==> config.mk <==
export PLATFORM = sky130hd
export DESIGN_NAME = ddr_chan_arbiter_flat
export DESIGN_NICKNAME = d
export VERILOG_FILES = /design/src/rtl/ddr_chan_arbiter_if.sv /design/src/rtl/ddr_chan_arbiter.sv /design/src/flat_wrapper.sv
export SDC_FILE = /design/constraint.sdc
export NUM_CORES = 1
export LEC_CHECK = 0
export CORE_MARGIN = 8
export CORE_UTILIZATION = 51
export DETAILED_ROUTE_END_ITERATION = 6
export PLACE_DENSITY = 0.89
export SLEW_MARGIN = 15
export SYNTH_ARGS = -nofsm -noshare
export SYNTH_HDL_FRONTEND = slang
export SYNTH_SLANG_ARGS = --single-unit
==> constraint.sdc <==
create_clock -name clk_ref -period 8.2 [get_ports clk_ref]
set_input_delay 1.23 -clock clk_ref [delete_from_list [all_inputs] [get_ports clk_ref]]
set_output_delay 1.23 -clock clk_ref [all_outputs]
set_load 0.02 [all_outputs]
==> src/rtl/ddr_chan_arbiter_if.sv <==
// Burst-port bundle between the channel arbiter (master) and the DDR burst controller (slave).
interface ddr_chan_arbiter_if #(
  parameter int NCH = 2,
  parameter int AW  = 25,
  parameter int LW  = 10
);
  localparam int CHW = (NCH > 1) ? $clog2(NCH) : 1;

  logic           ddr_wr_req;
  logic           ddr_rd_req;
  logic [AW-1:0]  ddr_addr;
  logic [LW-1:0]  ddr_len;
  logic [CHW-1:0] ddr_ch;
  logic           ddr_wr_finish;
  logic           ddr_rd_finish;

  modport master (
    output ddr_wr_req, ddr_rd_req, ddr_addr, ddr_len, ddr_ch,
    input  ddr_wr_finish, ddr_rd_finish
  );

  modport slave (
    input  ddr_wr_req, ddr_rd_req, ddr_addr, ddr_len, ddr_ch,
    output ddr_wr_finish, ddr_rd_finish
  );
endinterface

==> src/rtl/ddr_chan_arbiter.sv <==
// Write-priority round-robin arbiter for NCH write and NCH read channels onto one DDR burst port,
// with per-channel burst address generation and lock/wrap frame-end handling.
module ddr_chan_arbiter #(
  parameter int NCH = 2,
  parameter int AW  = 25,
  parameter int LW  = 10,
  parameter int FW  = 10
) (
  input  logic                clk_ref,
  input  logic                rst,
  input  logic                ddr_init_done,
  input  logic [LW-1:0]       wr_length,
  input  logic [LW-1:0]       rd_length,
  input  logic [NCH-1:0]      wr_load,
  input  logic [NCH-1:0]      rd_load,
  input  logic [NCH*AW-1:0]   wr_addr,
  input  logic [NCH*AW-1:0]   wr_max_addr,
  input  logic [NCH*AW-1:0]   rd_addr,
  input  logic [NCH*AW-1:0]   rd_max_addr,
  input  logic [NCH-1:0]      wrap_mode,
  input  logic [NCH*FW-1:0]   wrf_use,
  input  logic [NCH*FW-1:0]   rdf_use,
  input  logic [NCH-1:0]      data_valid,
  ddr_chan_arbiter_if.master  ddr_bus,
  output logic [NCH-1:0]      frame_write_done,
  output logic [NCH-1:0]      frame_read_done
);
  localparam int CHW = (NCH > 1) ? $clog2(NCH) : 1;
  localparam int CW  = (FW > LW) ? FW : LW;

  typedef enum logic [1:0] {IDLE, ARB, WR_BUSY, RD_BUSY} state_t;
  state_t state;

  logic [AW-1:0]  wr_cur [NCH];
  logic [AW-1:0]  rd_cur [NCH];
  logic [NCH-1:0] wr_load_q, rd_load_q;
  logic [NCH-1:0] wr_pend, rd_pend;
  logic [CHW-1:0] wr_rr_ptr, rd_rr_ptr;

  logic [NCH-1:0] wr_clr, rd_clr;
  logic [NCH-1:0] wr_granted, rd_granted;
  logic [NCH-1:0] wr_elig, rd_elig;
  logic           wr_any, rd_any;
  logic [CHW-1:0] wr_pick, rd_pick;
  logic [AW-1:0]  wr_pick_addr, rd_pick_addr;
  logic [AW-1:0]  fin_base, fin_max, fin_cur;
  logic           fin_reload, fin_wrap, fin_adv;
  logic [AW:0]    fin_sum;

  always_comb begin
    wr_clr       = wr_load & ~wr_load_q;
    rd_clr       = (rd_load & ~rd_load_q) | ~data_valid;
    wr_granted   = '0;
    rd_granted   = '0;
    wr_elig      = '0;
    rd_elig      = '0;
    wr_any       = 1'b0;
    rd_any       = 1'b0;
    wr_pick      = '0;
    rd_pick      = '0;
    wr_pick_addr = '0;
    rd_pick_addr = '0;
    fin_base     = '0;
    fin_max      = '0;
    fin_cur      = '0;
    fin_reload   = 1'b0;
    fin_wrap     = 1'b0;

    for (int unsigned i = 0; i < NCH; i++) begin
      wr_granted[i] = (state == WR_BUSY) && (ddr_bus.ddr_ch == CHW'(i));
      rd_granted[i] = (state == RD_BUSY) && (ddr_bus.ddr_ch == CHW'(i));
      wr_elig[i] = (CW'(wrf_use[i*FW +: FW]) >= CW'(wr_length)) &&
                   (wrap_mode[i] || !frame_write_done[i]);
      rd_elig[i] = data_valid[i] && (CW'(rdf_use[i*FW +: FW]) < CW'(rd_length)) &&
                   (wrap_mode[i] || !frame_read_done[i]);
    end

    // Scan starts at the round-robin pointer; first hit wins.
    for (int unsigned k = 0; k < NCH; k++) begin
      if (!wr_any && wr_elig[(32'(wr_rr_ptr) + k) % NCH]) begin
        wr_any  = 1'b1;
        wr_pick = CHW'((32'(wr_rr_ptr) + k) % NCH);
      end
      if (!rd_any && rd_elig[(32'(rd_rr_ptr) + k) % NCH]) begin
        rd_any  = 1'b1;
        rd_pick = CHW'((32'(rd_rr_ptr) + k) % NCH);
      end
    end

    for (int unsigned i = 0; i < NCH; i++) begin
      if (wr_pick == CHW'(i)) wr_pick_addr = wr_cur[i];
      if (rd_pick == CHW'(i)) rd_pick_addr = rd_cur[i];
      if (wr_granted[i]) begin
        fin_base   = wr_addr[i*AW +: AW];
        fin_max    = wr_max_addr[i*AW +: AW];
        fin_cur    = wr_cur[i];
        fin_reload = wr_pend[i] | wr_clr[i];
        fin_wrap   = wrap_mode[i];
      end
      if (rd_granted[i]) begin
        fin_base   = rd_addr[i*AW +: AW];
        fin_max    = rd_max_addr[i*AW +: AW];
        fin_cur    = rd_cur[i];
        fin_reload = rd_pend[i] | rd_clr[i];
        fin_wrap   = wrap_mode[i];
      end
    end

    fin_sum = {1'b0, fin_cur} + (AW+1)'(ddr_bus.ddr_len);
    fin_adv = fin_sum < {1'b0, fin_max};
  end

  always_ff @(posedge clk_ref) begin
    if (rst) begin
      state              <= IDLE;
      ddr_bus.ddr_wr_req <= 1'b0;
      ddr_bus.ddr_rd_req <= 1'b0;
      ddr_bus.ddr_addr   <= '0;
      ddr_bus.ddr_len    <= '0;
      ddr_bus.ddr_ch     <= '0;
      frame_write_done   <= '0;
      frame_read_done    <= '0;
      wr_load_q          <= '0;
      rd_load_q          <= '0;
      wr_pend            <= '0;
      rd_pend            <= '0;
      wr_rr_ptr          <= '0;
      rd_rr_ptr          <= '0;
      for (int unsigned i = 0; i < NCH; i++) begin
        wr_cur[i] <= '0;
        rd_cur[i] <= '0;
      end
    end else begin
      wr_load_q <= wr_load;
      rd_load_q <= rd_load;

      // Later assignments in this loop override earlier ones: a finish beats a deferral request.
      for (int unsigned i = 0; i < NCH; i++) begin
        if (wrap_mode[i]) begin
          frame_write_done[i] <= 1'b0;
          frame_read_done[i]  <= 1'b0;
        end
        if (wr_clr[i]) begin
          if (wr_granted[i]) wr_pend[i] <= 1'b1;
          else begin
            wr_cur[i]           <= wr_addr[i*AW +: AW];
            frame_write_done[i] <= 1'b0;
          end
        end
        if (rd_clr[i]) begin
          if (rd_granted[i]) rd_pend[i] <= 1'b1;
          else begin
            rd_cur[i]          <= rd_addr[i*AW +: AW];
            frame_read_done[i] <= 1'b0;
          end
        end
        if (wr_granted[i] && ddr_bus.ddr_wr_finish) begin
          wr_pend[i] <= 1'b0;
          if (fin_reload) begin
            wr_cur[i]           <= fin_base;
            frame_write_done[i] <= 1'b0;
          end else if (fin_adv) begin
            wr_cur[i]           <= fin_sum[AW-1:0];
            frame_write_done[i] <= 1'b0;
          end else begin
            if (fin_wrap) wr_cur[i] <= fin_base;
            frame_write_done[i] <= 1'b1;
          end
        end
        if (rd_granted[i] && ddr_bus.ddr_rd_finish) begin
          rd_pend[i] <= 1'b0;
          if (fin_reload) begin
            rd_cur[i]          <= fin_base;
            frame_read_done[i] <= 1'b0;
          end else if (fin_adv) begin
            rd_cur[i]          <= fin_sum[AW-1:0];
            frame_read_done[i] <= 1'b0;
          end else begin
            if (fin_wrap) rd_cur[i] <= fin_base;
            frame_read_done[i] <= 1'b1;
          end
        end
      end

      case (state)
        IDLE: if (ddr_init_done) state <= ARB;
        ARB: begin
          if (!ddr_init_done) begin
            state <= IDLE;
          end else if (wr_any) begin
            state              <= WR_BUSY;
            ddr_bus.ddr_wr_req <= 1'b1;
            ddr_bus.ddr_addr   <= wr_pick_addr;
            ddr_bus.ddr_len    <= wr_length;
            ddr_bus.ddr_ch     <= wr_pick;
            wr_rr_ptr          <= CHW'((32'(wr_pick) + 1) % NCH);
          end else if (rd_any) begin
            state              <= RD_BUSY;
            ddr_bus.ddr_rd_req <= 1'b1;
            ddr_bus.ddr_addr   <= rd_pick_addr;
            ddr_bus.ddr_len    <= rd_length;
            ddr_bus.ddr_ch     <= rd_pick;
            rd_rr_ptr          <= CHW'((32'(rd_pick) + 1) % NCH);
          end
        end
        WR_BUSY: if (ddr_bus.ddr_wr_finish) begin
          ddr_bus.ddr_wr_req <= 1'b0;
          state              <= ARB;
        end
        RD_BUSY: if (ddr_bus.ddr_rd_finish) begin
          ddr_bus.ddr_rd_req <= 1'b0;
          state              <= ARB;
        end
        default: state <= IDLE;
      endcase
    end
  end
endmodule

==> src/flat_wrapper.sv <==
// flat-port wrapper written by rule: the top's interface ports become plain ports
module ddr_chan_arbiter_flat 
#(
  parameter int NCH = 2,
  parameter int AW  = 25,
  parameter int LW  = 10,
  parameter int FW  = 10
)
  (clk_ref, rst, ddr_init_done, wr_length, rd_length, wr_load, rd_load, wr_addr, wr_max_addr, rd_addr, rd_max_addr, wrap_mode, wrf_use, rdf_use, data_valid, frame_write_done, frame_read_done, ddr_bus_ddr_wr_req, ddr_bus_ddr_rd_req, ddr_bus_ddr_addr, ddr_bus_ddr_len, ddr_bus_ddr_ch, ddr_bus_ddr_wr_finish, ddr_bus_ddr_rd_finish);
  ddr_chan_arbiter_if #(.NCH(NCH), .AW(AW), .LW(LW)) ddr_bus_i ();
  input  logic clk_ref;
  input  logic rst;
  input  logic ddr_init_done;
  input  logic [LW-1:0] wr_length;
  input  logic [LW-1:0] rd_length;
  input  logic [NCH-1:0] wr_load;
  input  logic [NCH-1:0] rd_load;
  input  logic [NCH*AW-1:0] wr_addr;
  input  logic [NCH*AW-1:0] wr_max_addr;
  input  logic [NCH*AW-1:0] rd_addr;
  input  logic [NCH*AW-1:0] rd_max_addr;
  input  logic [NCH-1:0] wrap_mode;
  input  logic [NCH*FW-1:0] wrf_use;
  input  logic [NCH*FW-1:0] rdf_use;
  input  logic [NCH-1:0] data_valid;
  output logic [NCH-1:0] frame_write_done;
  output logic [NCH-1:0] frame_read_done;
  output wire logic [$bits(ddr_bus_i.ddr_wr_req)-1:0] ddr_bus_ddr_wr_req;
  output wire logic [$bits(ddr_bus_i.ddr_rd_req)-1:0] ddr_bus_ddr_rd_req;
  output wire logic [$bits(ddr_bus_i.ddr_addr)-1:0] ddr_bus_ddr_addr;
  output wire logic [$bits(ddr_bus_i.ddr_len)-1:0] ddr_bus_ddr_len;
  output wire logic [$bits(ddr_bus_i.ddr_ch)-1:0] ddr_bus_ddr_ch;
  input wire logic [$bits(ddr_bus_i.ddr_wr_finish)-1:0] ddr_bus_ddr_wr_finish;
  input wire logic [$bits(ddr_bus_i.ddr_rd_finish)-1:0] ddr_bus_ddr_rd_finish;
  assign ddr_bus_ddr_wr_req = ddr_bus_i.ddr_wr_req;
  assign ddr_bus_ddr_rd_req = ddr_bus_i.ddr_rd_req;
  assign ddr_bus_ddr_addr = ddr_bus_i.ddr_addr;
  assign ddr_bus_ddr_len = ddr_bus_i.ddr_len;
  assign ddr_bus_ddr_ch = ddr_bus_i.ddr_ch;
  assign ddr_bus_i.ddr_wr_finish = ddr_bus_ddr_wr_finish;
  assign ddr_bus_i.ddr_rd_finish = ddr_bus_ddr_rd_finish;
  ddr_chan_arbiter #(.NCH(NCH), .AW(AW), .LW(LW), .FW(FW)) u_core (.clk_ref(clk_ref), .rst(rst), .ddr_init_done(ddr_init_done), .wr_length(wr_length), .rd_length(rd_length), .wr_load(wr_load), .rd_load(rd_load), .wr_addr(wr_addr), .wr_max_addr(wr_max_addr), .rd_addr(rd_addr), .rd_max_addr(rd_max_addr), .wrap_mode(wrap_mode), .wrf_use(wrf_use), .rdf_use(rdf_use), .data_valid(data_valid), .ddr_bus(ddr_bus_i), .frame_write_done(frame_write_done), .frame_read_done(frame_read_done));
endmodule
==> results of run 1 <==
==> Yosys cell counts (all sizes together), types with 52 or more instances <==
cell | number | area share [%]
inv | 56 | 1.6
ha | 72 | 7.1
mux2i | 63 | 4.9
nand2 | 96 | 2.8
a22o | 82 | 5.6
a21oi | 91 | 3.6
mux4 | 64 | 11
dfxtp | 54 | 8.5
nand3 | 80 | 3.2
edfxtp | 100 | 24
clkbuf | 52 | 1.5
==> registers in the layout, summed over array words and instances (netlist names) <==
name,cells
u_core.ddr_bus.ddr_ch,1
u_core.frame_write_done,2
u_core.rd_cur,50
u_core.wr_load_q,2
u_core.rd_load_q,2
u_core.ddr_bus.ddr_len,10
u_core.wr_rr_ptr,1
u_core.frame_read_done,2
u_core.ddr_bus.ddr_rd_req,1
u_core.rd_pend,2
u_core.state,2
u_core.ddr_bus.ddr_addr,25
u_core.wr_cur,50
u_core.wr_pend,2
u_core.ddr_bus.ddr_wr_req,1
u_core.rd_rr_ptr,1
==> final cells by class <==
cell class                 instances  area (sq um)  share of cell area, %
clock inverter                    14         171.4                  1.031
inverter                          56         210.2                  1.264
sequential                       154          4093                  24.62
multi-input combinational        936          7966                  47.92
timing repair buffer             340          3333                  20.05
tap                              330         412.9                  2.483
clock buffer                      18         439.2                  2.641
==> where the power goes <==
group,internal (W),switching [W]
Clock,0.000488,0.000342
Combinational,0.000370,0.000411
Sequential,0.000893,0.0000511
==> layout by cell type (no fill, tap or decap), types with 10 or more instances in the layout <==
| master | n |
|---|---|
| mux2_2 | 45 |
| nor2_1 | 33 |
| nand4_1 | 12 |
| ha_1 | 72 |
| inv_1 | 56 |
| nor3_1 | 16 |
| nand2_1 | 95 |
| a22o_1 | 82 |
| clkdlybuf4s50_1 | 313 |
| nor2b_1 | 14 |
| a311oi_1 | 29 |
| nand2b_1 | 15 |
| a21oi_1 | 90 |
| clkbuf_16 | 17 |
| dfxtp_1 | 51 |
| a211oi_1 | 15 |
| mux2i_1 | 63 |
| o21ai_0 | 21 |
| a21o_1 | 10 |
| nand3_1 | 79 |
| buf_4 | 26 |
| xor2_1 | 10 |
| mux4_2 | 63 |
| and2_1 | 23 |
| xnor2_1 | 10 |
| edfxtp_1 | 100 |
| a31oi_1 | 10 |
| a22oi_1 | 26 |
==> critical path: stages (launching register included) <==
cell and delay, ns:
dfxtp_4 0.61, buf_4 0.71, nand2_1 0.53, o22ai_1 0.51, nand3_1 0.15, a2111oi_2 0.61
nand2_1 0.14, xor2_1 0.39, inv_1 0.10, ha_1 0.33, a21oi_1 0.12, o21ai_0 0.13
or2_2 0.36, nand4b_1 0.18, a2bb2oi_4 0.29, nand4_1 0.60, nand4_1 0.66, buf_4 0.34
==> kinds of logic after synthesis <==
family	share of synthesized area, %
compound gates	19.99
xor+xnor	1.374
fa+ha+maj	7.223
buf+inv	5.623
flops	32.03
mux	20.26
simple gates	13.50
==> through the flow <==
| stage | std cells | hold WS, ns | power (W) | worst slack [ns] |
|---|---|---|---|---|
| 2_1_floorplan | 1243 | 0.4726 | 0.001397 | 1.227 |
| 3_3_place_gp | 1816 | 0.4851 | 0.001700 | 1.444 |
| 3_5_place_dp | 1816 | 0.4969 | 0.001719 | 1.298 |
| 4_1_cts | 1848 | 0.5083 | 0.002534 | 1.257 |
| 5_1_grt | 1848 | 0.5359 | 0.002635 | 0.7679 |
| 6_report | 1848 | 0.5080 | 0.002554 | 1.111 |
==> routing by layer <==
| metal | track usage, % | share of wire (%) |
|---|---|---|
| met3 | 9.416 | 12 |
| met2 | 51.92 | 46 |
| met1 | 37.39 | 37 |
| met5 | 0 | 0 |
| met4 | 14.18 | 4.3 |
==> how the worst min path moves through the flow <==
stage / from / endpoint / slack (ns)
final: u_core.rd_rr_ptr / u_core.rd_rr_ptr / 0.51
after global routing: u_core.rd_rr_ptr / u_core.rd_rr_ptr / 0.54
after CTS: u_core.wr_pend[1] / u_core.wr_pend[1] / 0.51
after detailed placement: u_core.wr_pend[1] / u_core.wr_pend[1] / 0.50
after global placement: u_core.rd_rr_ptr / u_core.rd_rr_ptr / 0.49
after floorplan: u_core.wr_rr_ptr / u_core.wr_rr_ptr / 0.47
==> metrics.yaml, run 1 <==
floorplanning:
  start_util_pct: 51.22
  die_h_microns: 174.1
  die_w_microns: 174.1
  num_io_pins: 315
  design.die.area_sq_mm: 0.03031
  fp.coreArea_sq_mm: 0.02489
  rows: 58
timing:
  fin_crit_sh_pct: 86.45
  slew_violations: 0
  setup_violations: 0
  max_freq_ghz: 0.1411
  skew_ns: 0.008249
  final_hold_viol_count: 0
  tightest_slew_ns: 1.222
  relSlewSlack_pct: 18.55
  rsz0062_at_grt: "false"
  setup_tns_ns: 0
  min_period_ns: 7.089
clocking:
  cts_buffers: 17
  cts_tree: "built"
  cts-resized-gates: 0
  clk_path_buf_depth: 2
  clkSlewWorstSetupHoldPaths_ns: 0.06
  worstSkewPairLatency_ns: 0.44
  hold_buffers: 0
  cts_sinks: 154
  htreeDepth: 4
  root_buffer: "clkbuf_16"
  cts_setup_buffers: 0
synthesis:
  synth.avg_cell_area_sq_um: 10.26
  yosys_warnings: 0
  synth-edff-count: 100
  ys_ff_latch: 154
  yosysUniqueCellTypes: 87
  syn_inst: 1243
  syn-cell-area_sq_mm: 0.01275
  synth_ff_type: "edfxtp_1"
  seq_area_frac_synth_pct: 32.03
  syn-num-nets: 1589
  async_reset_ff_share_pct: 0
drt:
  ant_nets: 0
  num_vias: 12550
  drt-initial-drc-count: 1646
  vias_per_cell: 6.791
  remaining_drc_errors: 0
  drt-total-wl_microns: 49250
  dr.pass1.iters: 6
  avgRoutedWirePerCell_microns: 26.65
worst_setup_path:
  start_kind: "flip-flop"
  worstReg2RegStart: "u_core.ddr_bus.ddr_ch"
  rr_endpoint: "u_core.wr_cur[0][11]"
  r2r_cells: 17
  worstSetupEndpoint: "u_core.wr_cur[0][11]"
  cp-end-kind: "flip-flop"
  worst-r2r-setup-slack_ns: 1.11
  arrival_ns: 7.21
  crit_fanout: 56
  worstPathRequired_ns: 8.32
  startpoint: "u_core.ddr_bus.ddr_ch"
  crit_type: "flip-flop to flip-flop"
cells_and_area:
  fillers: 1918
  final_cell_area_sq_mm: 0.01663
  area.growth.synth_to_final_pct: 30.40
  drive_gt1_share_pct: 13.18
  post-route-util_pct: 66.79
  antennaDiodeCount: 0
  nets: 1851
power:
  p_per_area_mw_per_mm2: 153.6
  leakagePower_nw: 6.426
  peakVddDrop_v: 0.0001525
flow_run:
  maxCapViolCount: 0
grt:
  grt_antenna_before_repair: 0
  overflow: 0
  grt_pass1_vias: 12990
  grt_max_degree: 67
  grt_pass1_wl_microns: 74890
  grt_use_total_pct: 31.48
placed_design:
  dpl_cell_area_sq_mm: 0.01602
  dp_hpwl_microns: 35570
  routabilityCongestion: 0.9626
  io_buffers: 314
status:
  status: "finished, final reports clean"
worst_hold_path:
  hold_class: "flip-flop to flip-flop"
  whs_path_depth: 2
(Power assumes the default switching activity.)
==> run 2, diff against run 1 <==
--- a/config.mk
+++ b/config.mk
@@ -6,9 +6,9 @@
 export NUM_CORES = 1
 export LEC_CHECK = 0
 export CORE_MARGIN = 8
-export CORE_UTILIZATION = 51
+export CORE_UTILIZATION = 40
 export DETAILED_ROUTE_END_ITERATION = 6
-export PLACE_DENSITY = 0.89
+export PLACE_DENSITY = 0.74
 export SLEW_MARGIN = 15
 export SYNTH_ARGS = -nofsm -noshare
 export SYNTH_HDL_FRONTEND = slang
==> metrics.yaml, run 2 (synthesis results as in run 1) <==
status:
  status: "finished, final reports clean"
power:
  peakVddDrop_v: 0.0001460  # -4.3%
  p_per_area_mw_per_mm2: 153.3  # -0.20%
  leakagePower_nw: 6.421  # about the same
placed_design:
  dp_hpwl_microns: 37060  # +4.2%
  routabilityCongestion: 0.9748  # +1.3%
  pre_cts_slack_ns: 1.227  # -0.07165 ns
  io_buffers: 314  # unchanged
  dp.cells: 1883  # +3.7%
clocking:
  cts_sinks: 154  # unchanged
  root_buffer: "clkbuf_16"
  cts-resized-gates: 0  # unchanged
  cts_setup_buffers: 0  # unchanged
  cts_buffers: 17  # unchanged
  clkSlewWorstSetupHoldPaths_ns: 0.07  # about the same
  cts_tree: "built"
  hold_buffers: 0  # unchanged
  clk_path_buf_depth: 2  # unchanged
  worstSkewPairLatency_ns: 0.43  # about the same
  htreeDepth: 4  # unchanged
grt:
  overflow: 0  # unchanged
  grt_pass1_wl_microns: 75980  # +1.5%
  grt_pass1_vias: 12620  # -2.8%
  grt_use_total_pct: 25.82  # -5.7 points
  grt_max_degree: 75  # +12%
  grt_antenna_before_repair: 0  # unchanged
cells_and_area:
  regArea_sq_mm: 0.004093  # unchanged
  reg.largest.list: "u_core.rd_cur (50), u_core.wr_cur (50), u_core.ddr_bus.ddr_addr (25)"
  drive_gt1_share_pct: 12.95  # -0.22 points
  multi_input_area_sq_mm: 0.007968  # about the same
  post-route-util_pct: 53.03  # -14 points
  antennaDiodeCount: 0  # unchanged
  final_cells: 1915  # +3.6%
  final_cell_mix: "clkdlybuf4s50_1, edfxtp_1, nand2_1"
  final_common_cell: "clkdlybuf4s50_1"
  nets: 1846  # -0.27%
  fillers: 2758  # +44%
  area.growth.synth_to_final_pct: 30.90
worst_hold_path:
  hold_class: "flip-flop to flip-flop"
  min_from: "u_core.ddr_bus.ddr_rd_req"
  min_to: "u_core.ddr_bus.ddr_rd_req"
  whs_path_depth: 2  # unchanged
worst_setup_path:
  crit_fanout: 25  # -55%
  worstPathRequired_ns: 8.49  # +0.17 ns
  start_kind: "flip-flop"
  rr_endpoint: "u_core.rd_cur[1][20]"
  critical_path.most_common_cell: "ha_1"
  cp-end-kind: "flip-flop"
  r2r_cells: 20  # +3
  crit_path_max_incr_delay_ns: 1.05  # +0.34 ns
  arrival_ns: 7.44  # +0.23 ns
  crit_path_cell_trace: "mux4_2, and2_1, ha_1, inv_1, fa_1, nor2b_1, o31a_1, o221ai_1, a2111oi_2, nand2_1, xnor2_1, ha_1, a21oi_1, o21ai_0, or2_2, nand4b_1, a2bb2oi_4, nand4_1, a22oi_4, a22o_1"
  slowest_stage: "a22oi_4"
  crit_type: "flip-flop to flip-flop"
  worst-r2r-setup-slack_ns: 1.05  # -0.06 ns
  worstReg2RegStart: "u_core.state[0]"
floorplanning:
  rows: 65  # +12%
  start_util_pct: 40.51  # -11 points
  fp.coreArea_sq_mm: 0.03147  # +26%
  die_h_microns: 194.5  # +12%
  num_io_pins: 315  # unchanged
  design.die.area_sq_mm: 0.03784  # +25%
  die_w_microns: 194.5  # +12%
drt:
  num_vias: 12330  # -1.8%
  drt-total-wl_microns: 50840  # +3.2%
  drt-initial-drc-count: 1217  # -26%
  remaining_drc_errors: 0  # unchanged
  dr.pass1.iters: 5  # -1
  avgRoutedWirePerCell_microns: 26.55  # -0.38%
  ant_nets: 0  # unchanged
  vias_per_cell: 6.437  # -5.2%
timing:
  setup_tns_ns: 0  # unchanged
  max_freq_ghz: 0.1400  # -0.78%
  relSlewSlack_pct: 19.57  # +1.0 points
  setup_slack_ns: 1.055  # -0.05599 ns
  min_period_ns: 7.145  # +0.05599 ns
  setup_violations: 0  # unchanged
  tightest_slew_ns: 1.206  # -0.01537 ns
  slew_violations: 0  # unchanged
  fin_crit_sh_pct: 87.14  # +0.68 points
  final_hold_viol_count: 0  # unchanged
  rsz0062_at_grt: "false"
  skew_ns: 0.01236  # +0.004115 ns
flow_run:
  maxCapViolCount: 0  # unchanged
run 2: changes by cell type in the layout (fill, tap and decap cells not counted):
cell        before  now
inv_6            2    4
clkinv_2         1    3
clkinv_1         1    0
clkbuf_1         0    1
a211o_2          1    2
a211o_1          1    0
buf_12           0    1
clkinvlp_4       5    1
buf_4           26   20
run 2: worst max-delay path by stage:
stage                         start                   end  slack [ns]  cells past startpoint
floorplan           u_core.state[0]   u_core.rd_cur[0][0]        1.23                     24
global placement    u_core.state[0]  u_core.rd_cur[1][15]        1.41                     21
detailed placement  u_core.state[0]  u_core.rd_cur[1][20]        1.23                     20
CTS                 u_core.state[0]  u_core.rd_cur[1][20]        1.19                     20
global route        u_core.state[0]  u_core.rd_cur[1][20]        0.64                     20
finish              u_core.state[0]  u_core.rd_cur[1][20]        1.05                     20
run 2: cell type report:
cell class                      instances  area share, %
Clock buffer                           19          2.654
Clock inverter                         13         0.9896
Inverter                               56          1.259
Multi-Input combinational cell        936          47.74
Sequential cell                       154          24.52
Tap cell                              402          3.014
Timing Repair Buffer                  335          19.82
run 2: where the power goes:
part	switching, W	total (W)	internal, W
Clock	0.000346	0.000836	0.000491
Combinational	0.000409	0.000778	0.000369
Sequential	0.0000521	0.000945	0.000893
run 2: metal layers:
| metal | vias up | global-route usage, % | part of all wire [%] |
|---|---|---|---|
| met5 | - | 0 | 0 |
| met4 | 0 | 10.10 | 3.4 |
| met3 | 130 | 5.908 | 11 |
| met2 | 910 | 42.75 | 47 |
| met1 | 5901 | 32.28 | 39 |
| li1 | 5386 | - | - |
run 2: worst max-delay path: cells and delay by family, from the launching register on:
family                   cells  cell delay, ns
AO/OA/AOI/OAI                8            3.08
AND/OR/NAND/NOR              6            1.51
adder cells (fa/ha/maj)      3            0.95
flip-flops                   1            0.68
XOR/XNOR                     1            0.37
multiplexers                 1            0.31
buffers and inverters        1            0.07
run 2: through the flow:
stage / hold slack (ns) / cell area, sq um / total power [W]
after floorplan: 0.4726 / 12750 / 0.001397
after global placement: 0.4883 / 16080 / 0.001710
after detailed placement: 0.4895 / 16080 / 0.001725
after CTS: 0.4981 / 16690 / 0.002545
after global routing: 0.5211 / 16690 / 0.002637
final: 0.4991 / 16690 / 0.002559
==> run 3, diff against run 2 <==
--- a/config.mk
+++ b/config.mk
@@ -8,6 +8,7 @@
 export CORE_MARGIN = 8
 export CORE_UTILIZATION = 40
 export DETAILED_ROUTE_END_ITERATION = 6
+export GPL_ROUTABILITY_DRIVEN = 0
 export PLACE_DENSITY = 0.74
 export SLEW_MARGIN = 15
 export SYNTH_ARGS = -nofsm -noshare
==> metrics.yaml, run 3 (synthesis results as in run 1) <==
status:
  status: "finished, final reports clean"
drt:
  num_vias: 12180  # -1.2%
  remaining_drc_errors: 0  # unchanged
  vias_per_cell: 6.363  # -1.2%
  dr.pass1.iters: 5  # unchanged
  drt-total-wl_microns: 49570  # -2.5%
  avgRoutedWirePerCell_microns: 25.90  # -2.5%
  drt-initial-drc-count: 1461  # +20%
  ant_nets: 0  # unchanged
worst_setup_path:
  crit_fanout: 28  # +12%
  crit_type: "flip-flop to flip-flop"
  arrival_ns: 7.54  # +0.10 ns
  cp-end-kind: "flip-flop"
  worstPathRequired_ns: 8.49  # about the same
  start_kind: "flip-flop"
clocking:
  hold_buffers: 0  # unchanged
  cts_buffers: 17  # unchanged
  cts-resized-gates: 0  # unchanged
  clk_path_buf_depth: 2  # unchanged
  cts_setup_buffers: 0  # unchanged
  root_buffer: "clkbuf_16"
  cts_tree: "built"
  clkSlewWorstSetupHoldPaths_ns: 0.06  # about the same
  cts_sinks: 154  # unchanged
  htreeDepth: 4  # unchanged
  worstSkewPairLatency_ns: 0.43  # about the same
timing:
  setup_violations: 0  # unchanged
  fin_crit_sh_pct: 88.34  # +1.2 points
  rsz0062_at_grt: "false"
  max_freq_ghz: 0.1380  # -1.4%
  setup_slack_ns: 0.9562  # -0.09851 ns
  tightest_slew_ns: 1.140  # -0.06610 ns
  slew_violations: 0  # unchanged
  final_hold_viol_count: 0  # unchanged
  whs_ns: 0.5040  # +0.004849 ns
  setup_tns_ns: 0  # unchanged
  min_period_ns: 7.244  # +0.09851 ns
  relSlewSlack_pct: 23.98  # +4.4 points
  skew_ns: 0.009764  # -0.002599 ns
grt:
  grt_antenna_before_repair: 0  # unchanged
  overflow: 0  # unchanged
  grt_max_degree: 72  # -4.0%
  grt_pass1_wl_microns: 74620  # -1.8%
  grt_use_total_pct: 25.20  # -0.61 points
  grt_pass1_vias: 12590  # -0.25%
power:
  power.switching_w: 0.0007955  # -1.4%
  p_per_area_mw_per_mm2: 149.3  # -2.6%
  p_seq_share_pct: 38.0  # +1.1 points
  clockPowerShare_pct: 30.9  # -1.8 points
  leakagePower_nw: 6.390  # -0.48%
  combinationalPowerShare_pct: 31.0  # +0.6 points
  peakVddDrop_v: 0.0001586  # +8.7%
  p_sw_share_pct: 32.01  # +0.50 points
  power.internal_w: 0.001690  # -3.6%
cells_and_area:
  final_cell_area_sq_mm: 0.01665  # -0.26%
  final_cells: 1914  # -0.052%
  fillers: 2725  # -1.2%
  final_common_cell: "clkdlybuf4s50_1"
  drive_gt1_share_pct: 12.70  # -0.26 points
  final_cell_mix: "clkdlybuf4s50_1, edfxtp_1, nand2_1"
  reg.largest.list: "u_core.rd_cur (50), u_core.wr_cur (50), u_core.ddr_bus.ddr_addr (25)"
  antennaDiodeCount: 0  # unchanged
  area.growth.synth_to_final_pct: 30.57
  nets: 1845  # -0.054%
placed_design:
  io_buffers: 314  # unchanged
  dpl_cell_area_sq_mm: 0.01609  # about the same
  dp_hpwl_microns: 36060  # -2.7%
  dp.cells: 1882  # -0.053%
  pre_cts_slack_ns: 1.171  # -0.05573 ns
floorplanning:
  die_w_microns: 194.5  # unchanged
  design.die.area_sq_mm: 0.03784  # unchanged
  fp.coreArea_sq_mm: 0.03147  # unchanged
  rows: 65  # unchanged
  num_io_pins: 315  # unchanged
  die_h_microns: 194.5  # unchanged
  start_util_pct: 40.51  # unchanged
flow_run:
  maxCapViolCount: 0  # unchanged
worst_hold_path:
  hold_class: "flip-flop to flip-flop"
[run 3: worst max-delay path, stage by stage, from the launching register on]
cell and delay, ns:
dfxtp_4 0.71, mux4_2 0.32, and2_1 0.12, ha_1 0.19, inv_1 0.07, fa_1 0.43, nor2b_1 0.16, o31a_1 0.22
o221ai_1 0.27, a2111oi_2 0.64, nand4_1 0.20, xnor2_1 0.40, inv_1 0.09, ha_1 0.34, nor2_1 0.11, a211oi_1 0.05
or2_2 0.33, nand4b_1 0.20, a2bb2oi_4 0.28, nand4_1 0.58, a22oi_4 1.08, a22o_1 0.28
[run 3: worst paths after layout]
check,startpoint,to,slack [ns],cells past startpoint
setup / recovery,u_core.state[0],u_core.rd_cur[1][22],0.96,21
hold / removal,u_core.wr_pend[0],u_core.wr_pend[0],0.50,2
setup reg to reg,u_core.state[0],u_core.rd_cur[1][22],0.96,21
hold reg to reg,u_core.wr_pend[0],u_core.wr_pend[0],0.50,2
[run 3: area by class of cell]
type,count,area (sq um),area share (%)
clock buffers,19,442.9,2.661
clock inverters,13,117.6,0.7065
inverters,56,210.2,1.263
multi-input cells,936,7968,47.86
flip-flops and latches,154,4093,24.58
well taps,402,503.0,3.021
repair buffers,334,3313,19.90
[run 3: power by group through the flow]
stage	combinational, W	sequential (W)	clock (W)
after floorplan	0.000450	0.000947	0
after global placement	0.000743	0.000957	0
after detailed placement	0.000759	0.000959	0
after CTS	0.000763	0.000943	0.000769
after global routing	0.000822	0.000950	0.000799
final	0.000771	0.000945	0.000769
[run 3: layer usage]
metal | global-route usage (%) | vias to the layer above | share of wire [%]
li1 | - | 5372 | -
met1 | 31.81 | 5803 | 39
met2 | 41.19 | 874 | 46
met3 | 6.011 | 129 | 11
met4 | 9.873 | 0 | 3.7
met5 | 0 | - | 0
[run 3: stage by stage]
step                power [W]  util (%)
floorplan            0.001397         -
global placement     0.001700     51.11
detailed placement   0.001719     51.11
CTS                  0.002475     52.89
global route         0.002571     52.89
finish               0.002485     52.89
